`config.mk`:
```
export PLATFORM = sky130hd
export DESIGN_NAME = wbuf_drain_ctrl
export DESIGN_NICKNAME = d
export VERILOG_FILES = /design/src/rtl/wbuf_drain_ctrl.sv
export SDC_FILE = /design/constraint.sdc
export NUM_CORES = 1
export LEC_CHECK = 0
export BUFFER_PORTS_ARGS = -buffer_cell sky130_fd_sc_hd__buf_4
export CORE_AREA = 4 4 249 251
export DETAILED_ROUTE_END_ITERATION = 6
export DIE_AREA = 0 0 253 255
export PLACE_DENSITY = 0.56
export SLEW_MARGIN = 20
export SYNTH_ARGS = -nofsm -noshare
export SYNTH_HDL_FRONTEND = slang
export SYNTH_SLANG_ARGS = --single-unit
```
`constraint.sdc`:
```
create_clock -name clock -period 23.8 [get_ports clock]
set_input_delay 3.57 -clock clock [delete_from_list [all_inputs] [get_ports clock]]
set_output_delay 3.57 -clock clock [all_outputs]
set_load 0.02 [all_outputs]
```
`src/rtl/wbuf_drain_ctrl.sv`:
```
// Write-back buffer controller: address tag store, FIFO pointers and a req/ack drain engine.
// Line data lives in the external buffer; only address tags are kept here.
module wbuf_drain_ctrl #(
    parameter int unsigned DEPTH        = 4,
    parameter int unsigned PTR_W        = 2,
    parameter int unsigned ADDR_W       = 27,
    parameter int unsigned DATA_W       = 256,
    parameter int unsigned DRAIN_THRESH = 1
) (
    input  logic                   clock,
    input  logic                   reset,
    input  logic                   evict_valid,
    input  logic [ADDR_W-1:0]      evict_addr,
    output logic                   evict_ready,
    output logic                   buf_write_en,
    output logic [PTR_W-1:0]       buf_wr_ptr,
    output logic [PTR_W-1:0]       buf_rd_ptr,
    input  logic [DATA_W+ADDR_W:0] buf_rd_data,
    output logic                   mem_req,
    output logic [ADDR_W-1:0]      mem_addr,
    output logic [DATA_W-1:0]      mem_data,
    input  logic                   mem_ack,
    input  logic [ADDR_W-1:0]      lookup_addr,
    output logic                   lookup_hit,
    input  logic                   flush,
    output logic                   flush_done,
    output logic [PTR_W:0]         count,
    output logic                   full,
    output logic                   empty
);

    typedef enum logic [1:0] {StIdle, StReq, StRetire} state_e;

    localparam logic [PTR_W:0] DepthCnt  = (PTR_W + 1)'(DEPTH);
    localparam logic [PTR_W:0] ThreshCnt = (PTR_W + 1)'(DRAIN_THRESH);

    state_e              state_q, state_d;
    logic [PTR_W-1:0]    wr_ptr_q, wr_ptr_d;
    logic [PTR_W-1:0]    rd_ptr_q, rd_ptr_d;
    logic [PTR_W:0]      count_q, count_d;
    logic [DEPTH-1:0]    valid_q, valid_d;
    logic [ADDR_W-1:0]   tag_q [DEPTH];
    logic                mem_req_q, mem_req_d;
    logic [ADDR_W-1:0]   mem_addr_q, mem_addr_d;
    logic [DATA_W-1:0]   mem_data_q, mem_data_d;
    logic                flush_done_q, flush_done_d;
    logic                flush_seen_q, flush_seen_d;
    logic                push, retire;
    logic                rd_valid_unused;

    // The buffer's own valid bit is redundant with the controller's occupancy count.
    assign rd_valid_unused = buf_rd_data[0];

    assign full         = (count_q == DepthCnt);
    assign empty        = (count_q == '0);
    assign evict_ready  = !full;
    assign push         = evict_valid && !full;
    assign retire       = (state_q == StRetire);
    assign buf_write_en = push;
    assign buf_wr_ptr   = wr_ptr_q;
    assign buf_rd_ptr   = rd_ptr_q;
    assign mem_req      = mem_req_q;
    assign mem_addr     = mem_addr_q;
    assign mem_data     = mem_data_q;
    assign flush_done   = flush_done_q;
    assign count        = count_q;

    always_comb begin
        lookup_hit = 1'b0;
        for (int i = 0; i < int'(DEPTH); i++) begin
            if (valid_q[i] && (tag_q[i] == lookup_addr)) begin
                lookup_hit = 1'b1;
            end
        end
    end

    always_comb begin
        wr_ptr_d = wr_ptr_q;
        rd_ptr_d = rd_ptr_q;
        valid_d  = valid_q;
        count_d  = count_q;
        if (retire) begin
            valid_d[rd_ptr_q] = 1'b0;
            rd_ptr_d          = rd_ptr_q + PTR_W'(1);
        end
        if (push) begin
            valid_d[wr_ptr_q] = 1'b1;
            wr_ptr_d          = wr_ptr_q + PTR_W'(1);
        end
        case ({push, retire})
            2'b10:   count_d = count_q + (PTR_W + 1)'(1);
            2'b01:   count_d = count_q - (PTR_W + 1)'(1);
            default: count_d = count_q;
        endcase
        // One pulse per flush assertion; re-armed only when flush drops.
        flush_done_d = flush && (count_d == '0) && !flush_seen_q;
        flush_seen_d = flush && (flush_seen_q || flush_done_d);
    end

    always_comb begin
        state_d    = state_q;
        mem_req_d  = mem_req_q;
        mem_addr_d = mem_addr_q;
        mem_data_d = mem_data_q;
        unique case (state_q)
            StIdle: begin
                if ((count_q != '0) && ((count_q >= ThreshCnt) || flush)) begin
                    state_d    = StReq;
                    mem_req_d  = 1'b1;
                    mem_addr_d = buf_rd_data[ADDR_W:1];
                    mem_data_d = buf_rd_data[DATA_W+ADDR_W:ADDR_W+1];
                end
            end
            StReq: begin
                if (mem_ack) begin
                    state_d   = StRetire;
                    mem_req_d = 1'b0;
                end
            end
            StRetire: state_d = StIdle;
            default:  state_d = StIdle;
        endcase
    end

    always_ff @(posedge clock or posedge reset) begin
        if (reset) begin
            for (int i = 0; i < int'(DEPTH); i++) begin
                tag_q[i] <= '0;
            end
        end else if (push) begin
            tag_q[wr_ptr_q] <= evict_addr;
        end
    end

    always_ff @(posedge clock or posedge reset) begin
        if (reset) begin
            state_q      <= StIdle;
            wr_ptr_q     <= '0;
            rd_ptr_q     <= '0;
            count_q      <= '0;
            valid_q      <= '0;
            mem_req_q    <= 1'b0;
            mem_addr_q   <= '0;
            mem_data_q   <= '0;
            flush_done_q <= 1'b0;
            flush_seen_q <= 1'b0;
        end else begin
            state_q      <= state_d;
            wr_ptr_q     <= wr_ptr_d;
            rd_ptr_q     <= rd_ptr_d;
            count_q      <= count_d;
            valid_q      <= valid_d;
            mem_req_q    <= mem_req_d;
            mem_addr_q   <= mem_addr_d;
            mem_data_q   <= mem_data_d;
            flush_done_q <= flush_done_d;
            flush_seen_q <= flush_seen_d;
        end
    end

endmodule

```
# Word-level counts from Yosys, hierarchy flattened
# Index checks and enable logic that the tools add are counted.
[classes]
n_addsub = 4
n_lt_le_gt_ge = 7
eq_ne = 11
mux = 20
bitwise_logic = 4
n_reduce_logical = 24
[ops]
columns = ["op", "n"]
rows = [
  ["bitwise mux 108 bit", 1],
  ["equality test 27 bit", 4],
  ["demux 27 bit (select 2 bit)", 1],
  ["two-way mux 27 bit", 1],
  ["logical AND 1 bit", 12],
  ["two-way mux 1 bit", 8],
  ["two-way mux 4 bit", 2],
  ["zero test 3 bit", 2],
  ["less-than comparator 2 x 3 -> 1 bit (second input constant)", 2],
  ["one-hot mux 3 bit (2 select lines)", 1],
  ["adder 2 x 1 -> 2 bit (second input constant)", 2],
  ["AND 4 bit", 1],
  ["demux 1 bit (select 2 bit)", 2],
  ["equality test 2 x 1 -> 1 bit (second input constant)", 2],
  ["equality test 2 bit (second input constant)", 2],
  [">= comparator 2 x 1 -> 1 bit (second input constant)", 2],
  ["two-way mux 2 bit", 2],
  ["inequality test 2 bit (second input constant)", 2],
  ["NOT 4 bit", 1],
  ["bitwise OR 4 bit", 1],
  ["one-hot mux 2 bit (2 select lines)", 1],
  ["AND reduction 2 bit", 2],
  ["adder 3 x 1 -> 3 bit (second input constant)", 1],
  ["equality test 3 bit (second input constant)", 1],
  ["other kinds (12)", 14],
]
[totals]
ff_bits = 407
input_bits = 343
output_inout_bits = 297
elab_cells = 84

# Depth between registers and ports, before layout
[logic_depth]
word_depth = 10
ltp_mapped = 8

# Worst setup path after synthesis
# OpenSTA, ideal clock, no wires.
[synth_path]
path_kind = "input to output"
start = "input port lookup_addr[19]"
end = "output port lookup_hit"
arrival_time_ns = 4.596
path_slack_ns = 15.634
stages = 6
n_path_buf = 1
path_cell_list = "clkbuf_1 -> xnor2_1 -> nand4_1 -> nor4_1 -> nand4_1 -> nand4_1"
[synth_between]
elab_chain_len = 6
[synth_rtl]
columns = ["item", "line_no", "rtl"]
rows = [
  ["start, declared", "23", "input logic [ADDR_W-1:0] lookup_addr,"],
  ["equality test 27 bit", "71", "if (valid_q[i] && (tag_q[i] == lookup_addr)) begin"],
  ["logical AND 1 bit", "71", ""],
  ["two-way mux 1 bit (3 in series)", "71", ""],
  ["two-way mux 1 bit *", "71", ""],
  ["end, declared", "24", "output logic lookup_hit,"],
]
# Every way passes the cells marked *; elsewhere a longest branch is shown, timed or not.

# Worst setup path after layout
[layout_path]
start = "input port lookup_addr[6]"
end = "output port lookup_hit"
# Same word-level chain as after synthesis.

==> impl_metrics.json <==
{
  "outcome": "finished clean",
  "first_global_vias": 12220,
  "overflow": 0,
  "start_util_pct": 27.46,
  "fill_cells": 5799,
  "ant_nets": 0,
  "syn_avg_cell_area_um2": 15.56,
  "path_max_fanout": 4,
  "vias_per_cell": 4.373,
  "setup-tns-final_ns": 0,
  "wirelength_um": 53990,
  "rows": 90,
  "pwr-share-seq_pct": 34.3,
  "dp_worst_setup_slack_ns": 15.24,
  "cts_tree": "built",
  "postCtsHoldBufs": 0,
  "startpoint_type": "primary input",
  "syn_to_final_growth_pct": 44.20,
  "power.internal_w": 0.002333,
  "reg2reg_from": "count[1]",
  "synth-seq-cells": 407,
  "fin_skew_ns": 0.01211,
  "vdd_drop_max_mv": 0.1186,
  "cts_inserted_buffers": 48,
  "mostFrequentLayoutCells": "644 x buf_4, 407 x dfrtp_1, 237 x mux2_2, 154 x mux2_1, 64 x xnor2_1",
  "cts_resized": 0,
  "p_leak_nw": 10.92,
  "setup_viol": 0,
  "finalWeightedCongestion": 0.8006,
  "vias": 11090,
  "fmax_ghz": 0.1168,
  "portBuffers": 638,
  "seq_area_um2": 10180,
  "nNetsFinal": 2064,
  "yosys_warnings": 0,
  "period_share_pct": 35.96,
  "grt_max_degree": 170,
  "synthesis.nets": 1412,
  "max-slew-margin-rel_pct": 27.60,
  "ys_types": 24,
  "die_area_um2": 64520,
  "power_frac_comb_pct": 45.7,
  "powerDensity_nw_per_um2": 156.1,
  "reg2reg_slack_ns": 19.93,
  "worstRegToRegCells": 9,
  "ioPinCount": 640,
  "fin_ws_ns": 15.24,
  "synth_top_area_share_pct": 61.91,
  "die_x_um": 253,
  "crit_path_end_kind": "primary output",
  "clk_pin_slew_worst_paths_ns": 0.05,
  "worst_ep_arrival_time_ns": 4.99,
  "hold_class": "reg -> reg",
  "power.net_switching_w": 0.001370,
  "r2r_end": "mem_data[36]",
  "die_h_um": 255,
  "slew_violations": 0,
  "worst_pin_slew_ns": 1.086,
  "cts_setup_buffers": 0,
  "multi_input_area_um2": 6016,
  "cts_max_path_buffers": 3,
  "mostFrequentLayoutCell": "buf_4",
  "syn_inst": 1057,
  "core_um2": 59910,
  "finalCriticalPeriod_ns": 8.560,
  "clock_latency_ns": 0.56,
  "place_hpwl_um": 41550,
  "htree_levels": 2,
  "required_ns": 20.23,
  "drtIter0Drc": 426,
  "holdWs_ns": 0.4384,
  "grt_pass1_wl_um": 77740,
  "clockPowerShare_pct": 20.0,
  "cts_root_buffer": "clkbuf_16",
  "crit_end": "lookup_hit",
  "p_total_w": 0.003704,
  "wire_per_inst_um": 21.29,
  "grt_use_total_pct": 15.99,
  "startpoint": "lookup_addr[6]",
  "drtPass1Iterations": 4,
  "cts_sinks": 407,
  "drc": 0,
  "syn-cell-area_um2": 16450,
  "antenna_found_initial": 9,
  "switching_share_pct": 37.00,
  "rsz0062_at_grt": "false",
  "synth_area_leaders": "dfrtp_1 62%, mux2_2 16%, mux2_1 11%, xnor2_1 3.4%, xor2_1 2.6%",
  "max-cap-violations": 0,
  "finalHoldViolations": 0,
  "path_class": "in -> out",
  "drive_above_1_share_pct": 55.07,
  "yosys.area.top_type": "dfrtp_1",
  "ys_seq_area_share_pct": 61.91
}
==> through the flow <==
stage | instances | util, % | cell area, µm²
6_report | 2536 | 39.60 | 23720
5_1_grt | 2528 | 39.57 | 23700
4_1_cts | 2527 | 39.56 | 23700
3_5_place_dp | 2441 | 36.89 | 22100
3_3_place_gp | 2441 | 36.89 | 22100
2_1_floorplan | 1057 | - | 16450
==> metal layers <==
metal  routed length [µm]  track usage, %  part of all wire (%)  vias to the layer above
li1                     -               -                     -                     5017
met4                 1663           4.949                   3.1                        8
met2                28580           28.76                    53                      357
met1                19550           17.93                    36                     5615
met5                   55               0                  0.10                        -
met3                 4140           5.538                   7.7                       92
==> logic make-up after synthesis <==
family / Yosys count / synth area share [%]
buffers and inverters: 54 / 1.597
and+or+nand+nor: 69 / 2.327
adders and majority gates: 14 / 1.034
xor gates and xnor gates: 113 / 6.016
AOI/OAI and AO/OA: 9 / 0.3575
DFF: 407 / 61.91
muxes: 391 / 26.76
==> Yosys cell counts, drive strengths merged <==
master and number:
ha 12, nor2b 2, nand4 21, xor2 49, o41ai 1, mux2 391
nor2 2, a21boi 1, nand2 22, nor3 2, nand4bb 1, nor4 16
nand2b 2, dfrtp 407, o21ai 7, xnor2 64, clkbuf 4, nand3 1
maj3 2, inv 10, buf 40
==> power groups by stage <==
stage,registers [W],logic (W),clock network [W]
after floorplan,0.00156,0.000723,0
after global placement,0.00126,0.00170,0
final,0.00127,0.00169,0.000741
after CTS,0.00127,0.00173,0.000766
after detailed placement,0.00127,0.00173,0
after global routing,0.00131,0.00181,0.000797
==> registers in the layout, indices dropped and copies added, names as in the netlist <==
signal	count
tag_q	108
mem_addr	27
flush_done	1
count	3
state_q	2
valid_q	4
buf_rd_ptr	2
mem_data	256
buf_wr_ptr	2
mem_req	1
flush_seen_q	1
==> area by class of cell <==
type | count | share of cell area [%]
flip-flops and latches | 407 | 42.93
multi-input cells | 596 | 25.36
repair buffers | 646 | 20.55
clock buffers | 75 | 6.134
well taps | 782 | 4.124
clock inverters | 11 | 0.6223
inverters | 10 | 0.1899
diodes | 9 | 0.09493
==> how the worst min path moves through the flow <==
stage | from | endpoint | cells after the start
detailed placement | flush_seen_q | flush_done | 1
global route | flush_seen_q | flush_done | 1
finish | flush_seen_q | flush_done | 1
global placement | flush_seen_q | flush_done | 1
floorplan | flush_seen_q | flush_done | 1
CTS | flush_seen_q | flush_done | 1
==> critical path: stages <==
cell,delay (ns)
buf_4,0.14
xnor2_1,0.35
nand4_1,0.19
nor4_1,0.28
nand4_1,0.13
nand4_1,0.17
buf_4,0.16
Power figures use the tool's default switching activity.
